--- src/rtl/proc_test_sequencer_pkg.sv ---
// Shared types for the processor test sequencer: FSM state encoding and counter width.
package proc_test_sequencer_pkg;

  // Width of the cycle counters (cycles_run and the RUN budget).
  localparam int unsigned CntW = 32;

  typedef enum logic [2:0] {
    StIdle  = 3'd0,
    StLoad  = 3'd1,
    StRst   = 3'd2,
    StRun   = 3'd3,
    StCheck = 3'd4,
    StDone  = 3'd5
  } seq_state_e;

endpackage

--- src/rtl/proc_test_sequencer_sat_counter.sv ---
// Up-counter with synchronous clear and enable that sticks at its all-ones value.
module proc_test_sequencer_sat_counter #(
  parameter int unsigned Width = 32
) (
  input  logic             clk_i,
  input  logic             reset_i,
  input  logic             clear_i,
  input  logic             en_i,
  output logic [Width-1:0] count_o
);

  logic [Width-1:0] count_q;

  // Count enabled cycles; clear wins over enable, saturate at all ones.
  always_ff @(posedge clk_i) begin
    if (reset_i || clear_i) begin
      count_q <= '0;
    end else if (en_i && (count_q != {Width{1'b1}})) begin
      count_q <= count_q + Width'(1);
    end
  end

  assign count_o = count_q;

endmodule

--- src/rtl/proc_test_sequencer.sv ---
// Run controller: loads a program into imem, pulses processor reset, runs for a budget or until
// halt, then scans the GPR file against an expected-value ROM and reports pass/fail.
module proc_test_sequencer
  import proc_test_sequencer_pkg::*;
#(
  parameter int unsigned DataW       = 32,
  parameter int unsigned NRegs       = 32,
  parameter int unsigned ProgAw      = 6,
  parameter int unsigned ResetCycles = 2,
  parameter int unsigned RunCycles   = 100,
  parameter bit          StopOnFail  = 1'b1,
  localparam int unsigned RegAw      = $clog2(NRegs)
) (
  input  logic              clk_i,
  input  logic              reset_i,
  input  logic              start_i,
  input  logic [ProgAw:0]   prog_len_i,
  output logic [ProgAw-1:0] prog_addr_o,
  input  logic [DataW-1:0]  prog_rdata_i,
  output logic              imem_we_o,
  output logic [ProgAw-1:0] imem_waddr_o,
  output logic [DataW-1:0]  imem_wdata_o,
  output logic              proc_reset_o,
  input  logic              proc_halt_i,
  output logic [RegAw-1:0]  dbg_raddr_o,
  input  logic [DataW-1:0]  dbg_rdata_i,
  output logic [RegAw-1:0]  exp_addr_o,
  input  logic [DataW-1:0]  exp_rdata_i,
  output logic              busy_o,
  output logic              done_o,
  output logic              pass_o,
  output logic [RegAw-1:0]  fail_idx_o,
  output logic [DataW-1:0]  fail_got_o,
  output logic [DataW-1:0]  fail_exp_o,
  output logic [CntW-1:0]   cycles_run_o
);

  localparam logic [RegAw-1:0] RegFirst = RegAw'(1);
  localparam logic [RegAw-1:0] RegLast  = RegAw'(NRegs - 1);

  seq_state_e        state_q;
  logic [ProgAw-1:0] prog_last_q, prog_addr_q, imem_waddr_q;
  logic              imem_we_q, proc_reset_q, busy_q, done_q, pass_q;
  logic              fail_seen_q, cmp_valid_q;
  logic [CntW-1:0]   rst_cnt_q;
  logic [RegAw-1:0]  raddr_q, cmp_idx_q, fail_idx_q;
  logic [DataW-1:0]  got_q, fail_got_q, fail_exp_q;
  logic [CntW-1:0]   cycles_run, run_cnt;
  logic              start_ok, in_run, budget_hit, mismatch, last_write;

  assign start_ok   = start_i && ((state_q == StIdle) || (state_q == StDone));
  assign in_run     = (state_q == StRun);
  assign budget_hit = (run_cnt == CntW'(RunCycles - 1));
  assign mismatch   = cmp_valid_q && (got_q != exp_rdata_i);
  assign last_write = imem_we_q && (imem_waddr_q == prog_last_q);

  // Total cycles spent in RUN for this sequence; cleared by an accepted start.
  proc_test_sequencer_sat_counter #(
    .Width(CntW)
  ) u_cycles_cnt (
    .clk_i  (clk_i),
    .reset_i(reset_i),
    .clear_i(start_ok),
    .en_i   (in_run),
    .count_o(cycles_run)
  );

  // RUN budget: value equals the number of RUN cycles already completed.
  proc_test_sequencer_sat_counter #(
    .Width(CntW)
  ) u_budget_cnt (
    .clk_i  (clk_i),
    .reset_i(reset_i),
    .clear_i(!in_run),
    .en_i   (in_run),
    .count_o(run_cnt)
  );

  // Sequencer FSM with LOAD address pipeline and pipelined CHECK scan.
  always_ff @(posedge clk_i) begin
    if (reset_i) begin
      state_q      <= StIdle;
      prog_last_q  <= '0;
      prog_addr_q  <= '0;
      imem_we_q    <= 1'b0;
      imem_waddr_q <= '0;
      proc_reset_q <= 1'b1;
      busy_q       <= 1'b0;
      done_q       <= 1'b0;
      pass_q       <= 1'b0;
      fail_seen_q  <= 1'b0;
      cmp_valid_q  <= 1'b0;
      rst_cnt_q    <= '0;
      raddr_q      <= '0;
      cmp_idx_q    <= '0;
      got_q        <= '0;
      fail_idx_q   <= '0;
      fail_got_q   <= '0;
      fail_exp_q   <= '0;
    end else begin
      unique case (state_q)
        StIdle, StDone: begin
          if (start_i) begin
            busy_q      <= 1'b1;
            done_q      <= 1'b0;
            pass_q      <= 1'b0;
            fail_seen_q <= 1'b0;
            fail_idx_q  <= '0;
            fail_got_q  <= '0;
            fail_exp_q  <= '0;
            cmp_valid_q <= 1'b0;
            prog_addr_q <= '0;
            rst_cnt_q   <= '0;
            prog_last_q <= ProgAw'(prog_len_i - (ProgAw + 1)'(1));
            state_q     <= (prog_len_i != '0) ? StLoad : StRst;
          end
        end
        StLoad: begin
          if (last_write) begin
            imem_we_q   <= 1'b0;
            prog_addr_q <= '0;
            rst_cnt_q   <= '0;
            state_q     <= StRst;
          end else begin
            // ROM has one cycle of latency, so the write trails the address by a cycle.
            imem_we_q    <= 1'b1;
            imem_waddr_q <= prog_addr_q;
            if (prog_addr_q != prog_last_q) begin
              prog_addr_q <= prog_addr_q + ProgAw'(1);
            end
          end
        end
        StRst: begin
          if (rst_cnt_q == CntW'(ResetCycles - 1)) begin
            proc_reset_q <= 1'b0;
            state_q      <= StRun;
          end else begin
            rst_cnt_q <= rst_cnt_q + CntW'(1);
          end
        end
        StRun: begin
          if (proc_halt_i || budget_hit) begin
            raddr_q     <= RegFirst;
            cmp_valid_q <= 1'b0;
            state_q     <= StCheck;
          end
        end
        StCheck: begin
          cmp_valid_q <= 1'b1;
          cmp_idx_q   <= raddr_q;
          got_q       <= dbg_rdata_i;
          if (raddr_q != RegLast) begin
            raddr_q <= raddr_q + RegAw'(1);
          end
          if (mismatch && !fail_seen_q) begin
            fail_seen_q <= 1'b1;
            fail_idx_q  <= cmp_idx_q;
            fail_got_q  <= got_q;
            fail_exp_q  <= exp_rdata_i;
          end
          if ((mismatch && StopOnFail) || (cmp_valid_q && (cmp_idx_q == RegLast))) begin
            cmp_valid_q  <= 1'b0;
            raddr_q      <= '0;
            proc_reset_q <= 1'b1;
            busy_q       <= 1'b0;
            done_q       <= 1'b1;
            pass_q       <= !(fail_seen_q || mismatch);
            state_q      <= StDone;
          end
        end
        default: begin
          state_q <= StIdle;
        end
      endcase
    end
  end

  assign prog_addr_o  = prog_addr_q;
  assign imem_we_o    = imem_we_q;
  assign imem_waddr_o = imem_waddr_q;
  assign imem_wdata_o = prog_rdata_i;
  assign proc_reset_o = proc_reset_q;
  assign dbg_raddr_o  = raddr_q;
  assign exp_addr_o   = raddr_q;
  assign busy_o       = busy_q;
  assign done_o       = done_q;
  assign pass_o       = pass_q;
  assign fail_idx_o   = fail_idx_q;
  assign fail_got_o   = fail_got_q;
  assign fail_exp_o   = fail_exp_q;
  assign cycles_run_o = cycles_run;

endmodule

--- config.mk ---
export PLATFORM = sky130hd
export DESIGN_NAME = proc_test_sequencer
export DESIGN_NICKNAME = d
export VERILOG_FILES = /design/src/rtl/proc_test_sequencer_pkg.sv /design/src/rtl/proc_test_sequencer_sat_counter.sv /design/src/rtl/proc_test_sequencer.sv
export SDC_FILE = /design/constraint.sdc
export NUM_CORES = 1
export LEC_CHECK = 0
export ABC_AREA = 1
export BUFFER_PORTS_ARGS = -buffer_cell sky130_fd_sc_hd__buf_2
export CORE_AREA = 2 2 158 160
export CTS_BUF_LIST = sky130_fd_sc_hd__clkbuf_16
export DETAILED_ROUTE_END_ITERATION = 8
export DIE_AREA = 0 0 160 162
export PLACE_DENSITY = 0.77
export SLEW_MARGIN = 20
export SYNTH_ARGS = -nofsm -noshare
export SYNTH_HDL_FRONTEND = slang
export SYNTH_SLANG_ARGS = --single-unit
--- constraint.sdc ---
create_clock -name clk_i -period 1.9 [get_ports clk_i]
set_clock_uncertainty 0.05 [all_clocks]
set_input_delay 0.095 -clock clk_i [delete_from_list [all_inputs] [get_ports clk_i]]
set_output_delay 0.095 -clock clk_i [all_outputs]
set_load 0.01 [all_outputs]
# Word-level counts from Yosys, hierarchy flattened
# Cells that the tools add are included.
# classes
eq_ne	23
bitwise_logic	1
n_addsub	6
reduce_logical	35
n_mux	42
# op_table
cell	count
32-bit 2-to-1 mux	5
32-bit case mux with 2 select lines	2
32-bit by 1-bit adder with 32-bit output (second input constant)	3
32-bit case mux with 3 select lines	1
32-bit != test (second input constant)	2
32-bit by 1-bit == test with 1-bit output (second input constant)	1
32-bit by 7-bit == test with 1-bit output (second input constant)	1
32-bit != test	1
5-bit 2-to-1 mux	5
5-bit case mux with 2 select lines	2
6-bit 2-to-1 mux	3
3-bit AND reduction	6
3-bit 2-to-1 mux	5
3-bit case mux with 5 select lines	1
2-bit != test (second input constant)	6
6-bit case mux with 2 select lines	1
1-bit 2-to-1 mux	10
1-bit case mux with 2 select lines	5
2-bit nonzero test	4
1-bit logical AND	7
7-bit nonzero test	1
6-bit by 1-bit adder with 6-bit output (second input constant)	1
3-bit by 2-bit == test with 1-bit output (second input constant)	2
3-bit == test (second input constant)	2
20 further kinds	30
# totals
ff_bits	235
output_inout_bits	160
word_cells	127
in_bits	107

# Logic depth before layout (Yosys ltp)
# depth
depth_word	6
mapped_depth	15
depth_no_buf	15

# Hierarchy
# A second synthesis with hierarchy kept.
# hier_totals
hier_cells	1885
area_unflattened_um2	12602.1
# by_module_without_submodules
module	area_per_inst_um2	n_inst	seq_area_each_um2	cells_per_inst
proc_test_sequencer	8592.0	1	3423.3	1228
proc_test_sequencer_sat_counter (u_budget_cnt)	2028.2	1	640.6	328
proc_test_sequencer_sat_counter (u_cycles_cnt)	1981.9	1	640.6	329

# Worst setup path after synthesis
# Ideal clock, no wire load.
# synth_timing
kind	flip-flop to flip-flop
start	register u_cycles_cnt.count_q[0] (netlist: u_cycles_cnt.count_o[0])
end	register u_cycles_cnt.count_q[26] (netlist: u_cycles_cnt.count_o[26])
synth_period_minus_slack_ns	1.819
path_buffers	1
setup_time_ns	0.070
arrival_time_ns	1.699
required_time_ns	1.780
stages_incl_launch_ff	13
path_slack_ns	0.081
cell_sequence	dfxtp_1 ha_1 nand2_1 nor2_1 nand3_1 nor2_1 nand2_1 nand2_2 inv_2 buf_2 nand3_1 o21ai_0 a21oi_1
# synth_between
elab_chain_len	2
word_cells_on_any_way	3
classes_between	add/sub: 1; eq/ne: 1; reduce/logical: 1
# synth_lines
element	line	source
start: declaration	proc_test_sequencer_sat_counter.sv:12	logic [Width-1:0] count_q;
start signal: assignment	proc_test_sequencer_sat_counter.sv:19	count_q <= count_q + Width'(1);
branches (longest 2 deep; another with 32-bit by 1-bit adder with 32-bit output)	-	
# Parallel ways; which one is timed is not known.
# A chain may end at the register's enable or synchronous reset.

# Worst setup path after layout
# layout_timing
start	register got_q[18]
end	register fail_exp_q[24] (netlist: fail_exp_o[24])
# layout_between
elab_chain_len	5
# layout_lines
element	line	source
start: declaration	proc_test_sequencer.sv:47	logic [DataW-1:0] got_q, fail_got_q, fail_exp_q;
start signal: assignment	proc_test_sequencer.sv:151	got_q <= dbg_rdata_i;
32-bit != test	proc_test_sequencer.sv:54	assign mismatch = cmp_valid_q && (got_q != exp_rdata_i);
1-bit logical AND	proc_test_sequencer.sv:54	
1-bit logical AND	proc_test_sequencer.sv:155	if (mismatch && !fail_seen_q) begin
2-bit != test (no line)	-	
3-bit AND reduction (no line)	-	
end signal: assignment	proc_test_sequencer.sv:159	fail_exp_q <= exp_rdata_i;
end: declaration	proc_test_sequencer.sv:47	
# Every way passes these cells.

==> results.py <==
metrics = {
    "outcome": {
        "status": "finished with violations",
        "failed_checks": "setup timing",
    },
    "setup_path": {
        "crit_end": "fail_exp_o[24]",
        "startpoint": "got_q[18]",
        "rr_startpoint": "got_q[18]",
        "cp_max_fo": 16,
        "worst-r2r-cell-count": 13,
        "r2r-end": "fail_exp_o[24]",
        "crit_family": "simple AND/OR/NAND/NOR gates",
        "critPathCaptureType": "flip-flop",
        "cp.arrival_ns": 2.48,
        "cpPeakStageDelay_ns": 0.36,
        "start_kind": "flip-flop",
        "worst-path-buf-inv": 3,
        "cp.depth": 13,
        "cp_slowest_cell": "dfxtp_2",
        "required_ns": 2.28,
        "path_cells": "inv_1, nand2_1, nand2_2, nand2_2, nor2_2, nand2_1, nor2_2, nand2_2, nand4_4, inv_8, buf_12, nand2_1, a21oi_1",
        "reg2reg_setup_slack_ns": -0.20,
        "critPathKind": "flip-flop to flip-flop",
    },
    "layout": {
        "fin_cells": 2401,
        "fin_nets": 2173,
        "insertedDiodeCount": 0,
        "layout-drive-gt1-share_pct": 29.2,
        "final_area_sq_um": 16100,
        "area_growth_pct": 38.1,
    },
    "route": {
        "wirelength_microns": 41300,
        "drt-pass1-iter-count": 6,
        "drc": 0,
        "initialDrtViolationCount": 1399,
        "routedWlPerCell_microns": 17.2,
        "viasPerCell": 5.57,
        "routed-via-count": 13363,
        "antenna_left": 0,
    },
    "yosys": {
        "seq_area_frac_synth_pct": 40.2,
        "syn_avg_cell_area_sq_um": 6.88,
        "synthCells": 1700,
        "syn_area_sq_um": 11700,
        "synthTopCellsByArea": "dfxtp_1, nand2_1, a21oi_1, nor2_1, nand3_1",
        "yosysWarnings": 0,
        "ys_types": 46,
        "synth_top_area_share_pct": 40.2,
        "synthesis.nets": 1815,
        "ys_ff_latch": 235,
        "synth.largest_area_cell": "dfxtp_1",
    },
    "clocking": {
        "cts_tree": "yes",
        "cts_max_level": 1,
        "clkSlewWorstSetupHoldPaths_ns": 0.06,
        "clk_path_buf_depth": 3,
        "worstSkewPairLatency_ns": 0.53,
        "numCtsBuffers": 26,
        "clock_sinks": 235,
        "clockRootBuffer": "clkbuf_16",
    },
    "power_and_ir_drop": {
        "finalPower_w": 0.0161,
        "power_density_nw_per_um2": 995,
        "p_leak_nw": 6.59,
        "ir_worst_vdd_v": 0.000744,
    },
    "sta": {
        "finalMaxSlewViolations": 0,
        "hold_viol": 0,
        "worst_pin_slew_ns": 0.647,
        "worst_slack_ns": -0.197,
        "setup_viol_count_final": 70,
        "fmax_mhz": 477,
        "min_period_ns": 2.10,
        "period_share_pct": 110,
        "slew_headroom_pct": 56.9,
        "rsz0062_at_grt": "true",
        "fin_setup_tns_ns": -7.24,
    },
    "placed_design": {
        "place_inst": 2261,
        "portBuffers": 202,
        "hpwl_microns": 24900,
        "placedInstanceArea_sq_um": 13700,
        "gp_congestion": 0.921,
    },
    "floorplan": {
        "io_pins": 267,
        "start_util_pct": 48.5,
        "rows": 57,
        "die_w_microns": 160,
        "coreArea_sq_um": 24100,
        "dieArea_sq_um": 25900,
        "chipHeight_microns": 162,
    },
    "grt": {
        "track_usage_pct": 28.1,
        "grt_overflow_total": 0,
        "grt_pass1_wl_microns": 60800,
        "grt_pass1_vias": 12162,
        "grt_max_degree": 57,
        "grt_antenna_before_repair": 0,
    },
    "worst_hold_path": {
        "worstHoldPathType": "input pin to flip-flop",
    },
    "job": {
        "drv_cap": 0,
    },
}
==> worst reg2reg max path, delay by kind of cell, from the launching register on <==
kind,cells,cell delay [ns]
flip-flops,1,0.36
buffers and inverters,3,0.47
AND/OR/NAND/NOR,9,0.88
AO/OA/AOI/OAI,1,0.24
==> metrics by stage <==
stage | hold WS (ns) | util [%] | worst slack, ns
finish | 0.116 | 67.0 | -0.197
global route | 0.140 | 67.0 | -0.270
CTS | 0.0945 | 63.4 | 0.00400
detailed placement | 0.140 | 56.8 | -0.0264
global placement | 0.140 | 56.8 | -0.0147
floorplan | 0.135 | - | 0.0807
==> final cells by class <==
cell class,instances,area (sq um)
clock inverters,20,166
well taps,324,405
multi-input cells,1220,6380
clock buffers,27,676
inverters,144,569
flip-flops and latches,235,4760
repair buffers,431,3190
fillers,1872,7960
==> where the power goes <==
| part | leakage [nW] | internal, W | switching (W) | total [W] |
|---|---|---|---|---|
| combinational | 4.24 | 0.00206 | 0.00312 | 0.00517 |
| clock | 0.428 | 0.00296 | 0.00208 | 0.00504 |
| sequential | 1.92 | 0.00541 | 0.000455 | 0.00586 |
==> repair_timing <==
action | in CTS | in global routing
endpoints found under the hold margin | 73 | 0
endpoints found under the setup margin | 23 | 175
hold buffers | 71 | 0
buffers inserted | 0 | 13
gates cloned | 0 | 9
gates resized for setup | 5 | 198
pin swaps | 0 | 50
==> flip-flops by register name (all words and copies together) (netlist names) <==
register,count
imem_we_o,1
proc_reset_o,1
cmp_idx_q,5
prog_last_q,6
fail_seen_q,1
state_q,3
prog_addr_o,6
imem_waddr_o,6
u_budget_cnt.count_o,32
pass_o,1
done_o,1
dbg_raddr_o,5
busy_o,1
rst_cnt_q,32
u_cycles_cnt.count_o,32
got_q,32
cmp_valid_q,1
fail_idx_o,5
fail_got_o,32
fail_exp_o,32
==> per-layer routing <==
metal | global-route usage (%) | wire length [microns]
met2 | 48.2 | 19200
met5 | 0 | 0
met3 | 4.19 | 3520
met1 | 36.4 | 16600
met4 | 9.54 | 1930
==> worst min-delay path by stage <==
stage,start,endpoint,depth (start not counted)
2_1_floorplan,prog_len_i[0],prog_last_q[0],1
3_3_place_gp,prog_rdata_i[11],imem_wdata_o[11],0
3_5_place_dp,prog_rdata_i[11],imem_wdata_o[11],0
4_1_cts,start_i,busy_o,5
5_1_grt,prog_rdata_i[15],imem_wdata_o[15],0
6_report,start_i,busy_o,5
==> layout by cell type (no fill, tap or decap), types with 16 or more instances in the layout <==
master         count
nor2_1           188
buf_4            132
inv_2             16
inv_1            124
nor3_1            43
xnor2_1           30
a21oi_1          169
clkbuf_16         32
nand4_1           24
dfxtp_1          191
nand3_1          127
nand2_1          354
o21ai_0           77
nand2_2           33
nor2_2            19
dlygate4sd3_1     71
buf_2            201
dfxtp_2           42
xor2_1            17
==> kinds of logic (layout without fill, tap and decap cells) <==
| logic type | after synthesis | in the layout | share of synthesized area, % |
|---|---|---|---|
| buffers and inverters | 245 | 622 | 9.52 |
| AND/OR/NAND/NOR | 880 | 880 | 33.1 |
| XOR/XNOR | 50 | 50 | 3.74 |
| adder cells (fa/ha/maj) | 8 | 8 | 0.856 |
| flip-flops | 235 | 235 | 40.2 |
| AO/OA/AOI/OAI | 282 | 282 | 12.5 |
==> cells in the mapped netlist (all sizes together) <==
cell type,count
buf,59
nor4,16
or2,16
xor2,17
o211ai,2
ha,8
xnor2,33
nor4b,1
a2bb2oi,2
and2,1
nor2,216
clkinv,1
a211oi,4
dfxtp,235
nand2,391
inv,143
nand3b,7
nor3,62
and3,2
nand3,140
nor3b,3
o21ai,88
clkbuf,42
a31oi,6
nand4,25
a21oi,177
o21a,3
No activity file was read; power rests on OpenSTA's default activity.
